### src/rtl/vram_arbiter_pkg.sv
// Shared constants, state encoding and display-window helper for the VRAM arbiter.
package vram_arbiter_pkg;

    // Frame-RAM geometry: one word per 4x4-pixel block.
    localparam int VRAM_COLS  = 200;
    localparam int VRAM_ROWS  = 150;
    localparam int VRAM_DEPTH = VRAM_COLS * VRAM_ROWS;
    localparam int ADDR_W     = 15;

    // Visible window in timing-generator counts.
    localparam logic [10:0] VC_FIRST = 11'd28;
    localparam logic [10:0] VC_LAST  = 11'd626;
    localparam logic [10:0] HC_FIRST = 11'd214;
    localparam logic [10:0] HC_LAST  = 11'd1010;

    typedef enum logic [0:0] {
        ST_IDLE  = 1'b0,
        ST_CLEAR = 1'b1
    } arb_state_e;

    // True on the first pixel of each visible 4-pixel block: the cycle the
    // display owns the RAM port.
    function automatic logic is_disp_slot(input logic [10:0] hc, input logic [10:0] vc);
        return (vc >= VC_FIRST) && (vc <= VC_LAST) &&
               (hc >= HC_FIRST) && (hc <= HC_LAST) &&
               (((hc - HC_FIRST) & 11'd3) == 11'd0);
    endfunction

endpackage

### src/rtl/vram_arbiter_addr_calc.sv
// Block (row, col) to frame-RAM address: row*200 + col using shifts and adds only.
// Out-of-range coordinates wrap silently; callers drop those writes.
module vram_addr_calc
    import vram_arbiter_pkg::*;
(
    input  logic [7:0]        row_i,
    input  logic [7:0]        col_i,
    output logic [ADDR_W-1:0] addr_o
);

    logic [ADDR_W-1:0] row_s;
    logic [ADDR_W-1:0] col_s;

    assign row_s  = {7'd0, row_i};
    assign col_s  = {7'd0, col_i};
    // 200 = 128 + 64 + 8
    assign addr_o = (row_s << 7) + (row_s << 6) + (row_s << 3) + col_s;

endmodule

### src/rtl/vram_arbiter.sv
// Single-port frame-RAM arbiter: display reads have absolute priority, then the
// clear-screen fill, then draw writes. Display data returns one cycle after the
// read slot and is held in a pixel register for the rest of the 4-pixel block.
module vram_arbiter
    import vram_arbiter_pkg::*;
#(
    parameter int COLS  = VRAM_COLS,
    parameter int ROWS  = VRAM_ROWS,
    parameter int DEPTH = VRAM_DEPTH
)
(
    input  logic        clk,
    input  logic        clr,
    input  logic [10:0] hc_i,
    input  logic [10:0] vc_i,
    input  logic        vidon_i,
    input  logic        wr_req_i,
    input  logic [7:0]  wr_x_i,
    input  logic [7:0]  wr_y_i,
    input  logic [7:0]  wr_color_i,
    output logic        wr_ack_o,
    input  logic        clear_req_i,
    input  logic [7:0]  clear_color_i,
    output logic        busy_o,
    output logic [14:0] mem_addr_o,
    output logic        mem_we_o,
    output logic [7:0]  mem_wdata_o,
    input  logic [7:0]  mem_rdata_i,
    output logic [7:0]  rgb_o
);

    arb_state_e        state_q;
    logic [ADDR_W-1:0] clr_cnt_q;
    logic              busy_q;
    logic              disp_q;
    logic [7:0]        pix_q;

    logic              disp_slot_s;
    logic [7:0]        disp_row_s;
    logic [7:0]        disp_col_s;
    logic [ADDR_W-1:0] disp_addr_s;
    logic [ADDR_W-1:0] draw_addr_s;
    logic              draw_in_range_s;
    logic              clr_last_s;

    logic              mem_we_s;
    logic [ADDR_W-1:0] mem_addr_s;
    logic [7:0]        mem_wdata_s;
    logic              wr_ack_s;

    assign disp_slot_s     = is_disp_slot(hc_i, vc_i);
    assign disp_row_s      = 8'((vc_i - VC_FIRST) >> 2);
    assign disp_col_s      = 8'((hc_i - HC_FIRST) >> 2);
    assign draw_in_range_s = ({24'd0, wr_x_i} < 32'(COLS)) && ({24'd0, wr_y_i} < 32'(ROWS));
    assign clr_last_s      = (clr_cnt_q == ADDR_W'(DEPTH - 1));

    vram_addr_calc u_disp_addr (
        .row_i  (disp_row_s),
        .col_i  (disp_col_s),
        .addr_o (disp_addr_s)
    );

    vram_addr_calc u_draw_addr (
        .row_i  (wr_y_i),
        .col_i  (wr_x_i),
        .addr_o (draw_addr_s)
    );

    // Arbiter FSM: start a fill on clear_req from IDLE, step the fill counter on
    // every cycle the display does not own, return to IDLE after the last word.
    always_ff @(posedge clk or posedge clr) begin
        if (clr) begin
            state_q   <= ST_IDLE;
            clr_cnt_q <= {ADDR_W{1'b0}};
            busy_q    <= 1'b0;
        end else begin
            case (state_q)
                ST_IDLE: begin
                    if (clear_req_i) begin
                        state_q   <= ST_CLEAR;
                        clr_cnt_q <= {ADDR_W{1'b0}};
                        busy_q    <= 1'b1;
                    end else begin
                        state_q   <= ST_IDLE;
                        busy_q    <= 1'b0;
                    end
                end
                ST_CLEAR: begin
                    if (disp_slot_s) begin
                        state_q   <= ST_CLEAR;
                    end else if (clr_last_s) begin
                        state_q   <= ST_IDLE;
                        clr_cnt_q <= {ADDR_W{1'b0}};
                        busy_q    <= 1'b0;
                    end else begin
                        clr_cnt_q <= clr_cnt_q + {{(ADDR_W-1){1'b0}}, 1'b1};
                    end
                end
                default: begin
                    state_q   <= ST_IDLE;
                    clr_cnt_q <= {ADDR_W{1'b0}};
                    busy_q    <= 1'b0;
                end
            endcase
        end
    end

    // Display pipeline: remember a read slot, then latch the returned block colour.
    always_ff @(posedge clk or posedge clr) begin
        if (clr) begin
            disp_q <= 1'b0;
            pix_q  <= 8'h00;
        end else begin
            disp_q <= disp_slot_s;
            if (disp_q) begin
                pix_q <= mem_rdata_i;
            end else begin
                pix_q <= pix_q;
            end
        end
    end

    // RAM port mux in priority order: display read, clear fill, draw write.
    always_comb begin
        mem_we_s    = 1'b0;
        mem_addr_s  = {ADDR_W{1'b0}};
        mem_wdata_s = 8'h00;
        wr_ack_s    = 1'b0;
        if (clr) begin
            mem_we_s = 1'b0;
        end else if (disp_slot_s) begin
            mem_addr_s = disp_addr_s;
        end else if (state_q == ST_CLEAR) begin
            mem_we_s    = 1'b1;
            mem_addr_s  = clr_cnt_q;
            mem_wdata_s = clear_color_i;
        end else if (wr_req_i) begin
            // Out-of-range writes are acknowledged so the requester moves on,
            // but never reach the RAM.
            wr_ack_s = 1'b1;
            if (draw_in_range_s) begin
                mem_we_s    = 1'b1;
                mem_addr_s  = draw_addr_s;
                mem_wdata_s = wr_color_i;
            end else begin
                mem_we_s    = 1'b0;
            end
        end else begin
            mem_we_s = 1'b0;
        end
    end

    assign mem_we_o    = mem_we_s;
    assign mem_addr_o  = mem_addr_s;
    assign mem_wdata_o = mem_wdata_s;
    assign wr_ack_o    = wr_ack_s;
    assign busy_o      = busy_q;
    assign rgb_o       = vidon_i ? pix_q : 8'h00;

endmodule

### config.mk
export PLATFORM = sky130hd
export DESIGN_NAME = vram_arbiter
export DESIGN_NICKNAME = d
export VERILOG_FILES = /design/src/rtl/vram_arbiter_pkg.sv /design/src/rtl/vram_arbiter_addr_calc.sv /design/src/rtl/vram_arbiter.sv
export SDC_FILE = /design/constraint.sdc
export NUM_CORES = 1
export LEC_CHECK = 0
export CORE_MARGIN = 5
export CORE_UTILIZATION = 52
export DETAILED_ROUTE_END_ITERATION = 10
export PLACE_DENSITY_LB_ADDON = 0.05
export SYNTH_ARGS = -nofsm -noshare
export SYNTH_HDL_FRONTEND = slang
export SYNTH_SLANG_ARGS = --single-unit
### constraint.sdc
create_clock -name clk -period 12.9 [get_ports clk]
set_input_delay 3.87 -clock clk [delete_from_list [all_inputs] [get_ports clk]]
set_output_delay 3.87 -clock clk [all_outputs]
set_load 0.05 [all_outputs]
==> flow_summary.toml, run 1 <==
[outcome]
run_status = "finished clean"

[placement]
placed_cells_incl_taps = 629
detailed_placement_hpwl_mm = 8.45
gpl.final_weighted_congestion = 0.829
buffer_ports.inserted = 100

[power]
power_density_nw_per_um2 = 107
seq_power_share_pct = 23.5
internal_power_uw = 288
switching_share_pct = 44.9
vdd_drop_max_mv = 0.0933
power.clock.fraction_pct = 13.2
p_switching_uw = 235
power.combinational.fraction_pct = 63.2
p_leak_nw = 2.11

[cells_and_area]
layout.nets = 671
finish.cell_count_without_fillers = 633
area_growth_syn_to_layout_pct = 29.8
fill_cells = 647
final_core_utilization_pct = 68.1
layout-drive-gt1-share_pct = 5.06
antenna-diode-count = 0

[synth]
synth.yosys.seq_area_share_pct = 17.4
synthesis.nets = 579
yosys_most_used_dff = "sky130_fd_sc_hd__dfrtp_1"
synth_warnings = 0
syn-mean-instance-area_um2 = 8.45
syn-cell-area_um2 = 3740
post_synth_inst_count = 443
synthArstFlopShare_pct = 100
postSynthRegisterBits = 26
yosysMostFrequentCell = "sky130_fd_sc_hd__ha_1"
synth_largest_area_cell = "sky130_fd_sc_hd__ha_1"
yosys-top-cells-count = "sky130_fd_sc_hd__ha_1, sky130_fd_sc_hd__a21oi_1, sky130_fd_sc_hd__inv_1"
synth_largest_type_area_fraction_pct = 18.7
ys_types = 61
number_of_enable_type_register_cells_in_the_synthesized_netlist = 0
post_synth_main_area_contributors = "sky130_fd_sc_hd__ha_1, sky130_fd_sc_hd__dfrtp_1, sky130_fd_sc_hd__fa_1, sky130_fd_sc_hd__a21oi_1, sky130_fd_sc_hd__inv_1"

[sta]
finalHoldViolations = 0
post-route-period-util_pct = 96.0
final_setup_fails = 0
slew_headroom_pct = 14.1
layout_min_cycle_time_ns = 12.39
timing.final.max_slew_violations = 0
setup_repair_after_global_routing_missed_its_margin = "no"
timing.setup.tns_ns = 0
skew_ns = 0.0144
final_hold_slack_ns = 0.504
timing.fmax_ghz = 0.0807
worst_slew_pin_slew_ns = 1.29

[floorplanning]
ios = 101
dieHeight_um = 94.8
dieWidth_um = 94.8
floorplan.core_area_um2 = 7140
start_util_pct = 52.4
placementRows = 31
floorplan.die_area_um2 = 8990

[setup_path]
worstSetupStartpointType = "input pin"
reg2reg_depth = 5
crit_required_ns = 9.03
r2r_start = "state_q"
timing.rr.end = "clr_cnt_q[5]"
cp-end-kind = "primary output"
crit_arrival_ns = 8.52
timing.setup.critical_path_class = "in2out"
reg2reg_setup_slack_ns = 10.47
maximum_net_fanout_on_the_critical_path = 7

[cts]
cts.sinks = 26
post_cts_hold_fix_bufs = 0
clk_pin_slew_ns = 0.09
worst_skew_pair.late_latency_ns = 0.28
clock_path_buffers = 2
tritoncts_clock_tree = "built"
cts-resized-gates = 0
tritoncts.num_buffers = 3
htreeDepth = 1
root_buffer = "sky130_fd_sc_hd__clkbuf_8"
cts_setup_buffers = 0

[route]
antenna_violating_nets_post_route = 0
route.detailed.vias_per_inst = 5.82
detailedRoute.firstPassIterationCount = 4
drt_first_iter_violations = 180
drt_wl_total_mm = 10.3
number_of_remaining_drc_errors = 0
num_vias = 3684
wl_per_cell_um = 16.2

[global_route]
grt_overflow_total = 0
first_global_vias = 3548
grt_pass1_wl_mm = 16.6
global_route.usage.total_pct = 22.6
grt_start_max_net_pins = 34
number_of_antenna_violations_at_the_first_check_in_global_routing = 0

[min_path]
hold_class = "reg2reg"
hold-path-cell-count = 1
whs_endpoint = "pix_q[1]"
holdCritStartpoint = "pix_q[1]"

[job]
timing.max_cap.violations = 0
-- critical path: stages --
cell and delay [ns]:
sky130_fd_sc_hd__clkdlybuf4s50_1 0.56, sky130_fd_sc_hd__ha_1 0.32, sky130_fd_sc_hd__a21oi_1 0.22, sky130_fd_sc_hd__nor3b_1 0.26
sky130_fd_sc_hd__xnor2_1 0.18, sky130_fd_sc_hd__inv_1 0.11, sky130_fd_sc_hd__fa_1 0.49, sky130_fd_sc_hd__ha_1 0.30
sky130_fd_sc_hd__ha_1 0.36, sky130_fd_sc_hd__o41a_1 0.46, sky130_fd_sc_hd__o211ai_1 0.12, sky130_fd_sc_hd__xnor2_1 0.15
sky130_fd_sc_hd__o21ai_0 0.12, sky130_fd_sc_hd__a21oi_1 0.17, sky130_fd_sc_hd__clkdlybuf4s50_1 0.82
-- power by group through the flow --
stage               clock [mW]  sequential (mW)  combinational [mW]
global placement             0            0.122               0.321
floorplan                    0            0.117               0.234
finish                  0.0691            0.123               0.330
CTS                     0.0692            0.121               0.330
detailed placement           0            0.123               0.329
global route            0.0729            0.125               0.364
-- per-stage QoR --
stage	worst slack, ns	power (mW)	instance area [um^2]
2_1_floorplan	1.40	0.351	3740
5_1_grt	0.191	0.562	4860
4_1_cts	0.506	0.521	4860
3_5_place_dp	0.516	0.452	4790
6_report	0.512	0.522	4860
3_3_place_gp	0.610	0.443	4790
-- routing by layer --
layer  share of wire [%]  GRT usage (%)  routed length, um  vias up
met2                  50           38.5               5090      134
met5                   0              0                  0        -
met1                  44           30.9               4550     1724
met3                 5.2           2.71                535       13
li1                    -              -                  -     1813
met4                0.96           4.09                 99        0
-- layout by cell type, fill, tap and decap left out, types with 3 or more instances in the layout --
master,instances
sky130_fd_sc_hd__nand2_1,34
sky130_fd_sc_hd__xnor2_1,14
sky130_fd_sc_hd__nor3_1,7
sky130_fd_sc_hd__a21oi_1,38
sky130_fd_sc_hd__clkbuf_8,3
sky130_fd_sc_hd__and2_1,9
sky130_fd_sc_hd__fa_1,13
sky130_fd_sc_hd__o21ai_0,22
sky130_fd_sc_hd__nand3_1,16
sky130_fd_sc_hd__buf_4,3
sky130_fd_sc_hd__o31ai_1,10
sky130_fd_sc_hd__a211oi_2,4
sky130_fd_sc_hd__clkdlybuf4s50_1,99
sky130_fd_sc_hd__or3_1,7
sky130_fd_sc_hd__o21a_1,5
sky130_fd_sc_hd__a221oi_1,8
sky130_fd_sc_hd__mux2_2,8
sky130_fd_sc_hd__and3_1,3
sky130_fd_sc_hd__dfrtp_1,26
sky130_fd_sc_hd__xor2_1,11
sky130_fd_sc_hd__a211oi_1,8
sky130_fd_sc_hd__a32oi_1,3
sky130_fd_sc_hd__inv_1,36
sky130_fd_sc_hd__a21o_1,3
sky130_fd_sc_hd__nand4_1,3
sky130_fd_sc_hd__o211a_1,3
sky130_fd_sc_hd__ha_1,56
sky130_fd_sc_hd__or4_1,9
sky130_fd_sc_hd__nor2b_1,4
sky130_fd_sc_hd__nor2_1,26
sky130_fd_sc_hd__nand2b_1,5
-- worst max path at each step --
stage	to	cells past startpoint	from	slack, ns
2_1_floorplan	mem_addr_o[11]	14	vc_i[2]	1.40
3_3_place_gp	mem_addr_o[12]	15	vc_i[2]	0.61
3_5_place_dp	mem_addr_o[11]	15	vc_i[2]	0.52
4_1_cts	mem_addr_o[12]	15	vc_i[2]	0.51
5_1_grt	mem_addr_o[13]	16	vc_i[2]	0.19
6_report	mem_addr_o[12]	15	vc_i[2]	0.51
-- cell type report --
type / instances / area, um^2 / share of cell area, %
multi-input combinational: 365 / 2860 / 58.8
timing repair buffer: 102 / 1010 / 20.9
sequential: 26 / 651 / 13.4
inverter: 37 / 144 / 2.96
tap: 99 / 124 / 2.55
clock buffer: 3 / 41.3 / 0.850
clock inverter: 1 / 30.0 / 0.618
-- kinds of logic after synthesis --
kind of cell	count (synthesis)	synth area share (%)
AOI/OAI and AO/OA	124	22.6
xor gates and xnor gates	25	5.85
adders and majority gates	69	25.7
buffers and inverters	52	6.32
DFF	26	17.4
muxes	8	2.41
and+or+nand+nor	139	19.8
-- registers in the layout, summed over array words and instances (netlist names) --
register and count:
state_q 1, clr_cnt_q 15, disp_q 1, pix_q 8
busy_o 1
Note: power is estimated with default switching activity, not from simulation.
==> run 2, diff against run 1 <==
- ABC_AREA: not set -> 0
- CTS_CLUSTER_DIAMETER: not set -> 40
- TNS_END_PERCENT: not set -> 30
==> results of run 2 <==
Final layout, timing and power as in run 1 (identical DEF).
